## config.mk

```make
export PLATFORM = sky130hd
export DESIGN_NAME = apb4_archinfo_flat
export DESIGN_NICKNAME = d
export VERILOG_FILES = /design/src/rtl/apb4_archinfo_if.sv /design/src/rtl/apb4_archinfo.sv /design/src/flat_wrapper.sv
export SDC_FILE = /design/constraint.sdc
export NUM_CORES = 1
export LEC_CHECK = 0
export ABC_AREA = 1
export CAP_MARGIN = 10
export CORE_ASPECT_RATIO = 0.9
export CORE_MARGIN = 8
export CORE_UTILIZATION = 32
export DETAILED_ROUTE_END_ITERATION = 8
export GPL_ROUTABILITY_DRIVEN = 0
export GPL_TIMING_DRIVEN = 0
export HOLD_SLACK_MARGIN = 0.06
export PLACE_DENSITY_LB_ADDON = 0.25
export SLEW_MARGIN = 40
export SYNTH_ARGS = -nofsm -noshare
export SYNTH_HDL_FRONTEND = slang
export SYNTH_SLANG_ARGS = --single-unit
```

## constraint.sdc

```tcl
create_clock -name clk_i -period 1.05 [get_ports clk_i]
set_input_delay 0.1575 -clock clk_i [delete_from_list [all_inputs] [get_ports clk_i]]
set_output_delay 0.1575 -clock clk_i [all_outputs]
set_load 0.1 [all_outputs]
```

## src/rtl/apb4_archinfo_if.sv

```systemverilog
// apb4_archinfo_if
// APB4 bus bundle between a peripheral-bus master and the archinfo slave.
//   paddr/pprot/psel/penable/pwrite/pwdata/pstrb : master -> slave
//   pready/prdata/pslverr                         : slave  -> master
interface apb4_archinfo_if;
   logic [31:0] paddr;
   logic [2:0]  pprot;
   logic        psel;
   logic        penable;
   logic        pwrite;
   logic [31:0] pwdata;
   logic [3:0]  pstrb;
   logic        pready;
   logic [31:0] prdata;
   logic        pslverr;

   modport master (
      output paddr, pprot, psel, penable, pwrite, pwdata, pstrb,
      input  pready, prdata, pslverr
   );

   modport slave (
      input  paddr, pprot, psel, penable, pwrite, pwdata, pstrb,
      output pready, prdata, pslverr
   );
endinterface

```

## src/rtl/apb4_archinfo.sv

```systemverilog
// apb4_archinfo
// Zero-wait-state APB4 slave holding identification registers.
//   0x00 SYS  RW  system-config word (reset SYS_RST)
//   0x04 IDL  RO  IDL_VAL (build date, BCD yyyy_mmdd)
//   0x08 IDH  RO  IDH_VAL ([31:16] vendor id, [15:0] version)
//   0x0C      --  unmapped, any access errors
// Ports:
//   clk_i  APB clock, all state on rising edge
//   rst_i  synchronous reset, active-high
//   apb    APB4 slave modport (pready tied high, prdata/pslverr combinational)
// Build option:
//   ARCHINFO_PSTRB_EN  defined   -> SYS written per byte lane under pstrb
//                      undefined -> pstrb ignored, full-word SYS writes
module apb4_archinfo #(
   parameter logic [31:0] SYS_RST = 32'h0000_0000,
   parameter logic [31:0] IDL_VAL = 32'h2023_0101,
   parameter logic [31:0] IDH_VAL = 32'h0001_0001
) (
   input  logic             clk_i,
   input  logic             rst_i,
   apb4_archinfo_if.slave   apb
);

   localparam logic [1:0] A_SYS = 2'd0;
   localparam logic [1:0] A_IDL = 2'd1;
   localparam logic [1:0] A_IDH = 2'd2;
   localparam logic [1:0] A_NA  = 2'd3;

   logic [31:0] sys_q;
   logic [1:0]  reg_sel;
   logic        access;
   logic        wr_sys;

   assign reg_sel = apb.paddr[3:2];
   assign access  = apb.psel & apb.penable;
   assign wr_sys  = access & apb.pwrite & (reg_sel == A_SYS);

   // Inputs the decode deliberately does not look at.
   logic unused_inputs;
`ifdef ARCHINFO_PSTRB_EN
   assign unused_inputs = ^{apb.pprot, apb.paddr[31:4], apb.paddr[1:0]};
`else
   assign unused_inputs = ^{apb.pprot, apb.paddr[31:4], apb.paddr[1:0], apb.pstrb};
`endif

   always_ff @(posedge clk_i) begin
      if (rst_i) begin
         sys_q <= SYS_RST;
      end else if (wr_sys) begin
`ifdef ARCHINFO_PSTRB_EN
         for (int i = 0; i < 4; i++) begin
            if (apb.pstrb[i]) sys_q[8*i +: 8] <= apb.pwdata[8*i +: 8];
         end
`else
         sys_q <= apb.pwdata;
`endif
      end
   end

   assign apb.pready = 1'b1;

   always_comb begin
      apb.prdata = 32'h0;
      if (access && !apb.pwrite) begin
         case (reg_sel)
            A_SYS:   apb.prdata = sys_q;
            A_IDL:   apb.prdata = IDL_VAL;
            A_IDH:   apb.prdata = IDH_VAL;
            default: apb.prdata = 32'h0;
         endcase
      end
   end

   // Writes to the RO words and anything at 0x0C are rejected in the access phase.
   always_comb begin
      apb.pslverr = 1'b0;
      if (access) begin
         if (reg_sel == A_NA)
            apb.pslverr = 1'b1;
         else if (apb.pwrite && (reg_sel == A_IDL || reg_sel == A_IDH))
            apb.pslverr = 1'b1;
      end
   end

endmodule

```

## src/flat_wrapper.sv

```systemverilog
// flat-port wrapper written by rule: the top's interface ports become plain ports
module apb4_archinfo_flat 
#(
   parameter logic [31:0] SYS_RST = 32'h0000_0000,
   parameter logic [31:0] IDL_VAL = 32'h2023_0101,
   parameter logic [31:0] IDH_VAL = 32'h0001_0001
)
  (clk_i, rst_i, apb_paddr, apb_pprot, apb_psel, apb_penable, apb_pwrite, apb_pwdata, apb_pstrb, apb_pready, apb_prdata, apb_pslverr);
  apb4_archinfo_if apb_i ();
  input  logic clk_i;
  input  logic rst_i;
  input wire logic [$bits(apb_i.paddr)-1:0] apb_paddr;
  input wire logic [$bits(apb_i.pprot)-1:0] apb_pprot;
  input wire logic [$bits(apb_i.psel)-1:0] apb_psel;
  input wire logic [$bits(apb_i.penable)-1:0] apb_penable;
  input wire logic [$bits(apb_i.pwrite)-1:0] apb_pwrite;
  input wire logic [$bits(apb_i.pwdata)-1:0] apb_pwdata;
  input wire logic [$bits(apb_i.pstrb)-1:0] apb_pstrb;
  output wire logic [$bits(apb_i.pready)-1:0] apb_pready;
  output wire logic [$bits(apb_i.prdata)-1:0] apb_prdata;
  output wire logic [$bits(apb_i.pslverr)-1:0] apb_pslverr;
  assign apb_i.paddr = apb_paddr;
  assign apb_i.pprot = apb_pprot;
  assign apb_i.psel = apb_psel;
  assign apb_i.penable = apb_penable;
  assign apb_i.pwrite = apb_pwrite;
  assign apb_i.pwdata = apb_pwdata;
  assign apb_i.pstrb = apb_pstrb;
  assign apb_pready = apb_i.pready;
  assign apb_prdata = apb_i.prdata;
  assign apb_pslverr = apb_i.pslverr;
  apb4_archinfo #(.SYS_RST(SYS_RST), .IDL_VAL(IDL_VAL), .IDH_VAL(IDH_VAL)) u_core (.clk_i(clk_i), .rst_i(rst_i), .apb(apb_i));
endmodule
```

==> results of run 1 <==
layout by cell type (no fill, tap or decap), types with 3 or more instances in the layout:
| cell type | count |
|---|---|
| buf_12 | 42 |
| clkdlybuf4s50_1 | 33 |
| buf_6 | 6 |
| nand2_2 | 6 |
| nand2_4 | 11 |
| dfxtp_2 | 8 |
| nor2_4 | 33 |
| dfxtp_1 | 23 |
| inv_1 | 33 |
| buf_4 | 11 |
| clkbuf_16 | 5 |
| a21oi_4 | 5 |
| buf_8 | 10 |
| nor2_1 | 64 |
| ha_4 | 3 |
| buf_2 | 3 |
| clkbuf_8 | 5 |
| nand2_1 | 74 |
kinds of logic after synthesis:
logic type,count (synthesis),synth area share
AO/OA/AOI/OAI,8,0.0239
adder cells (fa/ha/maj),3,0.0225
buffers and inverters,51,0.133
flip-flops,32,0.383
other,1,0.00224
AND/OR/NAND/NOR,191,0.435
routing by layer:
layer	routed length (µm)	up-vias
met1	2630	919
met3	378	4
met2	3480	59
met4	44	0
met5	0	-
li1	-	1042
power breakdown:
part,switching [mW],internal [mW],leakage [nW],total [mW]
Clock,0.492,0.702,0.0541,1.19
Combinational,0.394,0.403,1.38,0.797
Sequential,0.0216,1.24,0.264,1.26
Total,0.907,2.34,1.69,3.25
worst reg2reg max path, cell delays in order, from the launching register on:
cell and delay [ps]:
dfxtp_1 340, nor2_1 120, nor2_1 60
worst paths after layout:
check                                       from                to  slack (ps)  cells after the start
worst min register to register  u_core.sys_q[13]  u_core.sys_q[13]         490                      2
worst min-delay path                  apb_pwrite  u_core.sys_q[17]         440                      7
worst max register to register  u_core.sys_q[26]  u_core.sys_q[26]         430                      2
worst max-delay path                apb_paddr[2]    apb_prdata[23]        -250                      8
per-stage QoR:
step / cell area (µm²) / TNS, ps / cells / total power [mW]
after global placement: 2830 / -90910 / 424 / 1.84
final: 3950 / -7190 / 457 / 3.25
after CTS: 3770 / -6000 / 451 / 3.21
after detailed placement: 2670 / -67310 / 424 / 1.83
after global routing: 3950 / -9900 / 457 / 3.40
after floorplan: 2040 / -10080 / 286 / 1.62
cell type report:
type	instances	share of cell area
Buffer	15	0.0529
Clock buffer	5	0.0174
Clock inverter	3	0.0108
Inverter	36	0.0412
Multi-Input combinational cell	203	0.329
Sequential cell	32	0.166
Tap cell	67	0.0212
Timing Repair Buffer	96	0.362
timing repair:
item | CTS | global route
buffers inserted | 15 | 5
pin swaps | 38 | 27
gates resized for setup | 234 | 24
cloned | 4 | 4
setup endpoints to repair | 65 | 64
==> results.py, run 1 <==
metrics = {
    "die": {
        "io_pins": 110,
        "row_count": 25,
        "die-area_um2": 7800,
        "dieWidth_um": 92.2,
        "start_util": 0.324,
        "die_h_um": 84.6,
        "coreArea_um2": 5160,
    },
    "global_route": {
        "antenna_found_initial": 0,
        "grt_pass1_wl_um": 10200,
        "met2_usage": 0.282,
        "grt_pass1_vias": 2029,
        "overflow": 0,
        "grt_max_degree": 12,
        "busiest_layer": "met2",
        "met1_usage": 0.186,
        "met3_usage": 0.0606,
        "track_usage": 0.163,
    },
    "critical_path": {
        "path_common_cell": "buf_12",
        "slowest_stage": "buf_12",
        "crit_chain": "buf_12, inv_12, ha_4, buf_8, buf_12, nand2_4, nor2_4, buf_12",
        "worstSetupEndpointType": "primary output",
        "cp.arrival_ps": 1140,
        "worstPathMaxFanout": 6,
        "cp-start-kind": "primary input",
        "crit_buf_inv": 5,
        "critPathTopFamily": "buffers and inverters",
        "crit_type": "in -> out",
        "cp_data_required_time_ps": 890,
        "max_stage_delay_ps": 180,
    },
    "clock_tree": {
        "numCtsBuffers": 5,
        "htree_levels": 2,
        "clkLatencyLatePin_ps": 290,
        "cts_tree": "yes",
        "hold_buffers": 0,
        "clock_sinks": 32,
        "path_clk_slew_ps": 80,
        "root_buffer": "clkbuf_8",
        "clock_path_buffers": 2,
    },
    "sta": {
        "finalHoldViolations": 0,
        "drv_slew": 0,
        "setup_viol": 63,
        "fmax_ghz": 0.768,
        "hold_ws_ps": 444,
        "fin_crit_ps": 1300,
        "rsz0062_at_grt": "true",
        "fin_ws_ps": -251,
        "finClkSkew_ps": 0,
        "fin_crit_sh": 1.24,
    },
    "placement": {
        "io_buffers": 71,
        "place_hpwl_um": 3720,
        "dpl_worst_slack_ps": -1220,
    },
    "routing": {
        "drc": 0,
        "dr.pass1.iters": 4,
        "avgRoutedWirePerCell_um": 14.3,
        "vias": 2024,
        "drt-total-wl_um": 6540,
        "drt_first_iter_violations": 74,
        "viasPerCell": 4.43,
        "ant_nets": 0,
    },
    "synth": {
        "syn_area_per_cell_um2": 5.84,
        "synth_edf_count": 0,
        "synth_seq_area_share": 0.383,
        "synth_area_leaders": "dfxtp_1 38%, nor2_1 22%, nand2_1 21%",
        "ys.flop_type": "dfxtp_1",
        "async_flop_share": 0,
        "synth_most_common_cell": "nor2_1",
        "yosys_warnings": 0,
        "syn_inst": 286,
        "ys_seq_elements": 32,
        "synth_common_cells": "96 x nor2_1, 92 x nand2_1, 35 x inv_1",
        "syn_nets": 365,
        "syn-cell-area_um2": 1670,
        "synth_top_area_frac": 0.383,
        "synth_area_leader_cell": "dfxtp_1",
        "ys_types": 15,
    },
    "final_layout": {
        "largest_register_ffs": 32,
        "top_regs": "u_core.sys_q (32)",
        "area_growth_pct": 136,
        "antenna_cells": 0,
        "multiInputGateArea_um2": 1300,
        "fin_util": 0.765,
        "top_register": "u_core.sys_q",
        "fillers": 359,
        "fin_nets": 468,
        "drive_above_1_share": 0.415,
        "seq_area_um2": 654,
    },
    "flow_run": {
        "cap_violations": 0,
    },
    "power": {
        "leakage_nw": 1.69,
        "peakVddDrop_uv": 484,
        "cellPowerDensity_nw_per_um2": 823,
    },
    "status": {
        "violations": "negative setup slack",
        "outcome": "complete, but fails checks",
    },
    "worst_hold_path": {
        "hp-class": "in -> reg",
    },
}
Power figures use the tool's default switching activity.
==> inputs of run 2 (changes only) <==
--- a/config.mk
+++ b/config.mk
@@ -6,7 +6,6 @@
 export NUM_CORES = 1
 export LEC_CHECK = 0
 export ABC_AREA = 1
-export CAP_MARGIN = 10
 export CORE_ASPECT_RATIO = 0.9
 export CORE_MARGIN = 8
 export CORE_UTILIZATION = 32
@@ -14,7 +13,7 @@
 export GPL_ROUTABILITY_DRIVEN = 0
 export GPL_TIMING_DRIVEN = 0
 export HOLD_SLACK_MARGIN = 0.06
-export PLACE_DENSITY_LB_ADDON = 0.25
+export PLACE_DENSITY = 0.76
 export SLEW_MARGIN = 40
 export SYNTH_ARGS = -nofsm -noshare
 export SYNTH_HDL_FRONTEND = slang
==> run 2 against run 1 <==
- the flow still finishes with violations (negative setup slack)
- hold slack improved by 50 ps
- sequential power barely moved
- clock skew did not move
- via count rose by 7.6%
- routed wire length rose by 28%
- critical endpoint is now apb_prdata[28]
==> results.py, run 2 (synthesized netlist as in run 1, its figures left out) <==
metrics = {
    "final_layout": {
        "drive_above_1_share": 0.539,
        "final_cell_mix": "47 x nor2_1, 46 x buf_12, 37 x nand2_1, 37 x nor2_4",
        "antenna_cells": 0,
        "mostFrequentLayoutCell": "nor2_1",
        "largest_register_ffs": 32,
        "seq_area_um2": 643,
        "top_regs": "u_core.sys_q (32)",
        "multiInputGateArea_um2": 1510,
        "fin_nets": 473,
        "fillers": 266,
        "area_growth_pct": 153,
        "top_register": "u_core.sys_q",
        "fin_cells": 462,
    },
    "clock_tree": {
        "path_clk_slew_ps": 70,
        "numCtsBuffers": 5,
        "clock_path_buffers": 2,
        "root_buffer": "clkbuf_8",
        "clkLatencyLatePin_ps": 270,
        "htree_levels": 2,
        "clock_sinks": 32,
        "cts_tree": "yes",
    },
    "critical_path": {
        "crit_chain": "buf_8, inv_8, ha_4, buf_6, buf_12, buf_12, nand2_4, nor2_4, buf_12",
        "worstSetupEndpointType": "primary output",
        "cp.arrival_ps": 1220,
        "max_stage_delay_ps": 180,
        "path_common_cell": "buf_12",
        "slowest_stage": "buf_12",
        "crit_type": "in -> out",
        "cp-start-kind": "primary input",
        "worstPathMaxFanout": 5,
        "cp_data_required_time_ps": 890,
    },
    "power": {
        "switching_share": 0.303,
        "peakVddDrop_uv": 532,
        "finalPower_mw": 3.15,
        "power_switching_mw": 0.955,
        "p_clk_frac": 0.313,
        "p_int_mw": 2.20,
        "leakage_nw": 1.91,
        "comb_power_share": 0.284,
        "cellPowerDensity_nw_per_um2": 745,
        "seq_power_share": 0.403,
    },
    "sta": {
        "drv_slew": 0,
        "fin_crit_ps": 1380,
        "rsz0062_at_grt": "true",
        "finClkSkew_ps": 0,
        "fmax_ghz": 0.726,
        "fin_ws_ps": -327,
        "setup_viol": 64,
        "fin_crit_sh": 1.31,
        "finalHoldViolations": 0,
    },
    "global_route": {
        "grt_max_degree": 11,
        "overflow": 0,
        "antenna_found_initial": 0,
        "track_usage": 0.181,
        "grt_pass1_wl_um": 11200,
        "grt_pass1_vias": 2202,
    },
    "status": {
        "violations": "negative setup slack",
        "outcome": "complete, but fails checks",
    },
    "die": {
        "row_count": 25,
        "die_h_um": 84.6,
        "start_util": 0.324,
        "dieWidth_um": 92.2,
        "die-area_um2": 7800,
        "coreArea_um2": 5160,
        "io_pins": 110,
    },
    "routing": {
        "viasPerCell": 4.71,
        "drt_first_iter_violations": 123,
        "avgRoutedWirePerCell_um": 18.1,
        "drt-total-wl_um": 8380,
        "ant_nets": 0,
        "vias": 2178,
        "dr.pass1.iters": 4,
        "drc": 0,
    },
    "placement": {
        "dp_cells": 424,
        "place_hpwl_um": 3930,
        "io_buffers": 71,
    },
    "worst_hold_path": {
        "hp-class": "in -> reg",
    },
    "flow_run": {
        "cap_violations": 0,
    },
}
-- run 2: metrics by stage --
stage | worst slack [ps] | TNS, ps | hold WS, ps | util | instance area [µm²]
after CTS | -282 | -7000 | 473 | 0.741 | 3820
after global placement | -1920 | -87330 | 461 | 0.549 | 2830
after floorplan | -374 | -10080 | 345 | - | 2040
after global routing | -350 | -12760 | 520 | 0.821 | 4240
final | -327 | -10960 | 494 | 0.821 | 4240
after detailed placement | -1220 | -64930 | 470 | 0.517 | 2670
-- run 2: area by class of cell --
cell class,instances,area share
clock buffer,6,0.0195
buffer,14,0.0452
multi-input combinational,203,0.356
timing repair buffer,102,0.367
sequential,32,0.152
tap,67,0.0198
inverter,36,0.0384
clock inverter,2,0.00236
-- run 2: critical path: cells and delay by family --
family                   cells  cell delay [ps]
buffers and inverters        6              720
AND/OR/NAND/NOR              2              170
adder cells (fa/ha/maj)      1              150
-- run 2: per-layer routing --
layer  GRT usage  vias to the layer above  share of wire
li1            -                     1041              -
met1       0.196                     1019           0.36
met2       0.310                       94           0.53
met3      0.0731                       24          0.071
met4      0.0643                        0          0.033
met5           0                        -              0
-- run 2: repair_timing --
item | in CTS | in global routing
setup endpoints to repair | 65 | 65
buffers inserted | 18 | 6
pin swaps | 40 | 41
hold buffers | 0 | 0
cloned | 5 | 5
resized for setup | 237 | 89
-- run 2: power by group through the flow --
stage          registers, mW  logic [mW]  clock network (mW)
3_5_place_dp            1.28       0.553                   0
2_1_floorplan           1.28       0.343                   0
6_report                1.27       0.897               0.988
5_1_grt                 1.27       0.938                1.07
3_3_place_gp            1.28       0.554                   0
4_1_cts                 1.26       0.787                1.00
-- run 2: worst paths after layout --
kind,startpoint,endpoint,slack (ps),cells past startpoint
setup / recovery,apb_paddr[3],apb_prdata[28],-330,9
hold / removal,apb_pwdata[27],u_core.sys_q[27],490,5
setup reg to reg,u_core.sys_q[5],u_core.sys_q[5],310,2
hold reg to reg,u_core.sys_q[2],u_core.sys_q[2],500,2
==> inputs of run 3 (changes only) <==
--- a/config.mk
+++ b/config.mk
@@ -13,7 +13,8 @@
 export GPL_ROUTABILITY_DRIVEN = 0
 export GPL_TIMING_DRIVEN = 0
 export HOLD_SLACK_MARGIN = 0.06
-export PLACE_DENSITY = 0.76
+export PLACE_DENSITY_LB_ADDON = 0.3
+export SKIP_CTS_REPAIR_TIMING = 1
 export SLEW_MARGIN = 40
 export SYNTH_ARGS = -nofsm -noshare
 export SYNTH_HDL_FRONTEND = slang
==> run 3 against run 2 <==
- the flow still finishes with violations (negative setup slack)
- cell count decreased by 2.2%
- sequential share of layout area increased by 2.1 points
- register-to-register slack improved by 120 ps
- die area unchanged
- critical path type unchanged
- largest cell class unchanged
- largest power group unchanged
==> results.py, run 3 (synthesized netlist as in run 1, its figures left out) <==
metrics = {
    "power": {
        "leakage_nw": 1.57,
        "p_int_mw": 2.18,
        "switching_share": 0.276,
        "cellPowerDensity_nw_per_um2": 808,
        "p_clk_frac": 0.341,
        "peakVddDrop_uv": 566,
        "finalPower_mw": 3.01,
        "comb_power_share": 0.240,
        "power_switching_mw": 0.829,
        "seq_power_share": 0.418,
    },
    "sta": {
        "finalHoldViolations": 0,
        "fin_crit_ps": 1290,
        "setup_viol": 56,
        "drv_slew": 0,
        "finClkSkew_ps": 0,
        "fmax_ghz": 0.774,
        "fin_ws_ps": -242,
        "rsz0062_at_grt": "true",
        "fin_crit_sh": 1.23,
        "tns_ps": -7330,
    },
    "critical_path": {
        "path_common_cell": "buf_8",
        "slowest_stage": "buf_12",
        "crit_type": "in -> out",
        "r2r_start": "u_core.sys_q[20]",
        "cp.arrival_ps": 1130,
        "crit_chain": "buf_8, inv_8, ha_4, buf_8, clkbuf_16, nand2_4, nor2_4, buf_12",
        "worstRegToRegCells": 2,
        "reg2reg_to": "u_core.sys_q[20]",
        "cp_data_required_time_ps": 890,
        "max_stage_delay_ps": 180,
        "r2r_slack_ps": 430,
        "worstSetupEndpointType": "primary output",
        "cp-start-kind": "primary input",
        "worstPathMaxFanout": 6,
    },
    "final_layout": {
        "largest_register_ffs": 32,
        "fillers": 406,
        "design_area_um2": 3720,
        "mostFrequentLayoutCell": "nand2_1",
        "seq_area_um2": 644,
        "antenna_cells": 0,
        "top_register": "u_core.sys_q",
        "top_regs": "u_core.sys_q (32)",
        "area_growth_pct": 123,
        "fin_nets": 464,
        "drive_above_1_share": 0.369,
        "final_cell_mix": "83 x nand2_1, 64 x nor2_1, 35 x buf_12",
        "multiInputGateArea_um2": 1230,
    },
    "global_route": {
        "grt_pass1_wl_um": 8130,
        "antenna_found_initial": 0,
        "grt_pass1_vias": 1797,
        "overflow": 0,
        "track_usage": 0.127,
        "grt_max_degree": 11,
    },
    "worst_hold_path": {
        "worstHoldPathCells": 6,
        "holdPathEnd": "u_core.sys_q[17]",
        "hold_start": "apb_pwrite",
        "hp-class": "in -> reg",
    },
    "flow_run": {
        "cap_violations": 0,
    },
    "die": {
        "die_h_um": 84.6,
        "start_util": 0.324,
        "row_count": 25,
        "io_pins": 110,
        "dieWidth_um": 92.2,
        "die-area_um2": 7800,
        "coreArea_um2": 5160,
    },
    "routing": {
        "dr.pass1.iters": 4,
        "avgRoutedWirePerCell_um": 13.6,
        "viasPerCell": 4.39,
        "drt-total-wl_um": 6140,
        "drc": 0,
        "drt_first_iter_violations": 79,
        "ant_nets": 0,
        "vias": 1983,
    },
    "placement": {
        "place_hpwl_um": 3690,
        "io_buffers": 71,
        "dpl_cell_area_um2": 2670,
    },
    "clock_tree": {
        "clkLatencyLatePin_ps": 280,
        "cts_tree": "yes",
        "path_clk_slew_ps": 70,
        "numCtsBuffers": 5,
        "htree_levels": 2,
        "clock_sinks": 32,
        "clock_path_buffers": 2,
        "root_buffer": "clkbuf_8",
    },
    "status": {
        "violations": "negative setup slack",
        "outcome": "complete, but fails checks",
    },
}
-- run 3: cell count changes in the layout (fill, tap and decap cells not counted), sizes merged --
cell	before	now
buf	78	65
clkbuf	11	15
clkinv	2	1
inv	36	35
nor2	97	98
-- run 3: area by class of cell --
| type | instances | area share |
|---|---|---|
| repair buffers | 91 | 0.353 |
| multi-input cells | 204 | 0.330 |
| flip-flops and latches | 32 | 0.173 |
| plain buffers | 15 | 0.0508 |
| inverters | 36 | 0.0451 |
| clock buffers | 7 | 0.0259 |
| well taps | 67 | 0.0225 |
-- run 3: how the worst max path moves through the flow --
stage | slack (ps) | end | start
6_report | -240 | apb_prdata[19] | apb_paddr[3]
3_3_place_gp | -1930 | apb_prdata[25] | apb_paddr[2]
5_1_grt | -270 | apb_prdata[26] | apb_paddr[3]
3_5_place_dp | -1230 | apb_prdata[22] | apb_paddr[2]
4_1_cts | -1230 | apb_prdata[22] | apb_paddr[2]
2_1_floorplan | -370 | apb_prdata[0] | apb_paddr[2]
-- run 3: worst max-delay path, delay by kind of cell --
kind / cells / cell delay [ps]
adders and majority gates: 1 / 160
buffers and inverters: 5 / 650
and+or+nand+nor: 2 / 170
-- run 3: metrics by stage --
| step | setup slack [ps] | instances | hold WS, ps | util |
|---|---|---|---|---|
| 2_1_floorplan | -374 | 286 | 345 | - |
| 3_3_place_gp | -1930 | 424 | 461 | 0.549 |
| 5_1_grt | -273 | 452 | 355 | 0.721 |
| 3_5_place_dp | -1230 | 424 | 472 | 0.517 |
| 6_report | -242 | 452 | 314 | 0.721 |
| 4_1_cts | -1230 | 431 | 466 | 0.536 |
-- run 3: per-layer routing --
metal	track usage	vias to the layer above	wire (µm)
met5	0	-	0
met4	0.0307	0	50
met3	0.0633	6	421
met2	0.203	50	3190
met1	0.148	904	2480
li1	-	1023	-
-- run 3: power by group through the flow --
stage | clock [mW] | combinational, mW | sequential [mW]
finish | 1.03 | 0.723 | 1.26
global route | 1.10 | 0.771 | 1.26
CTS | 1.06 | 0.552 | 1.25
detailed placement | 0 | 0.550 | 1.28
global placement | 0 | 0.554 | 1.28
floorplan | 0 | 0.343 | 1.28
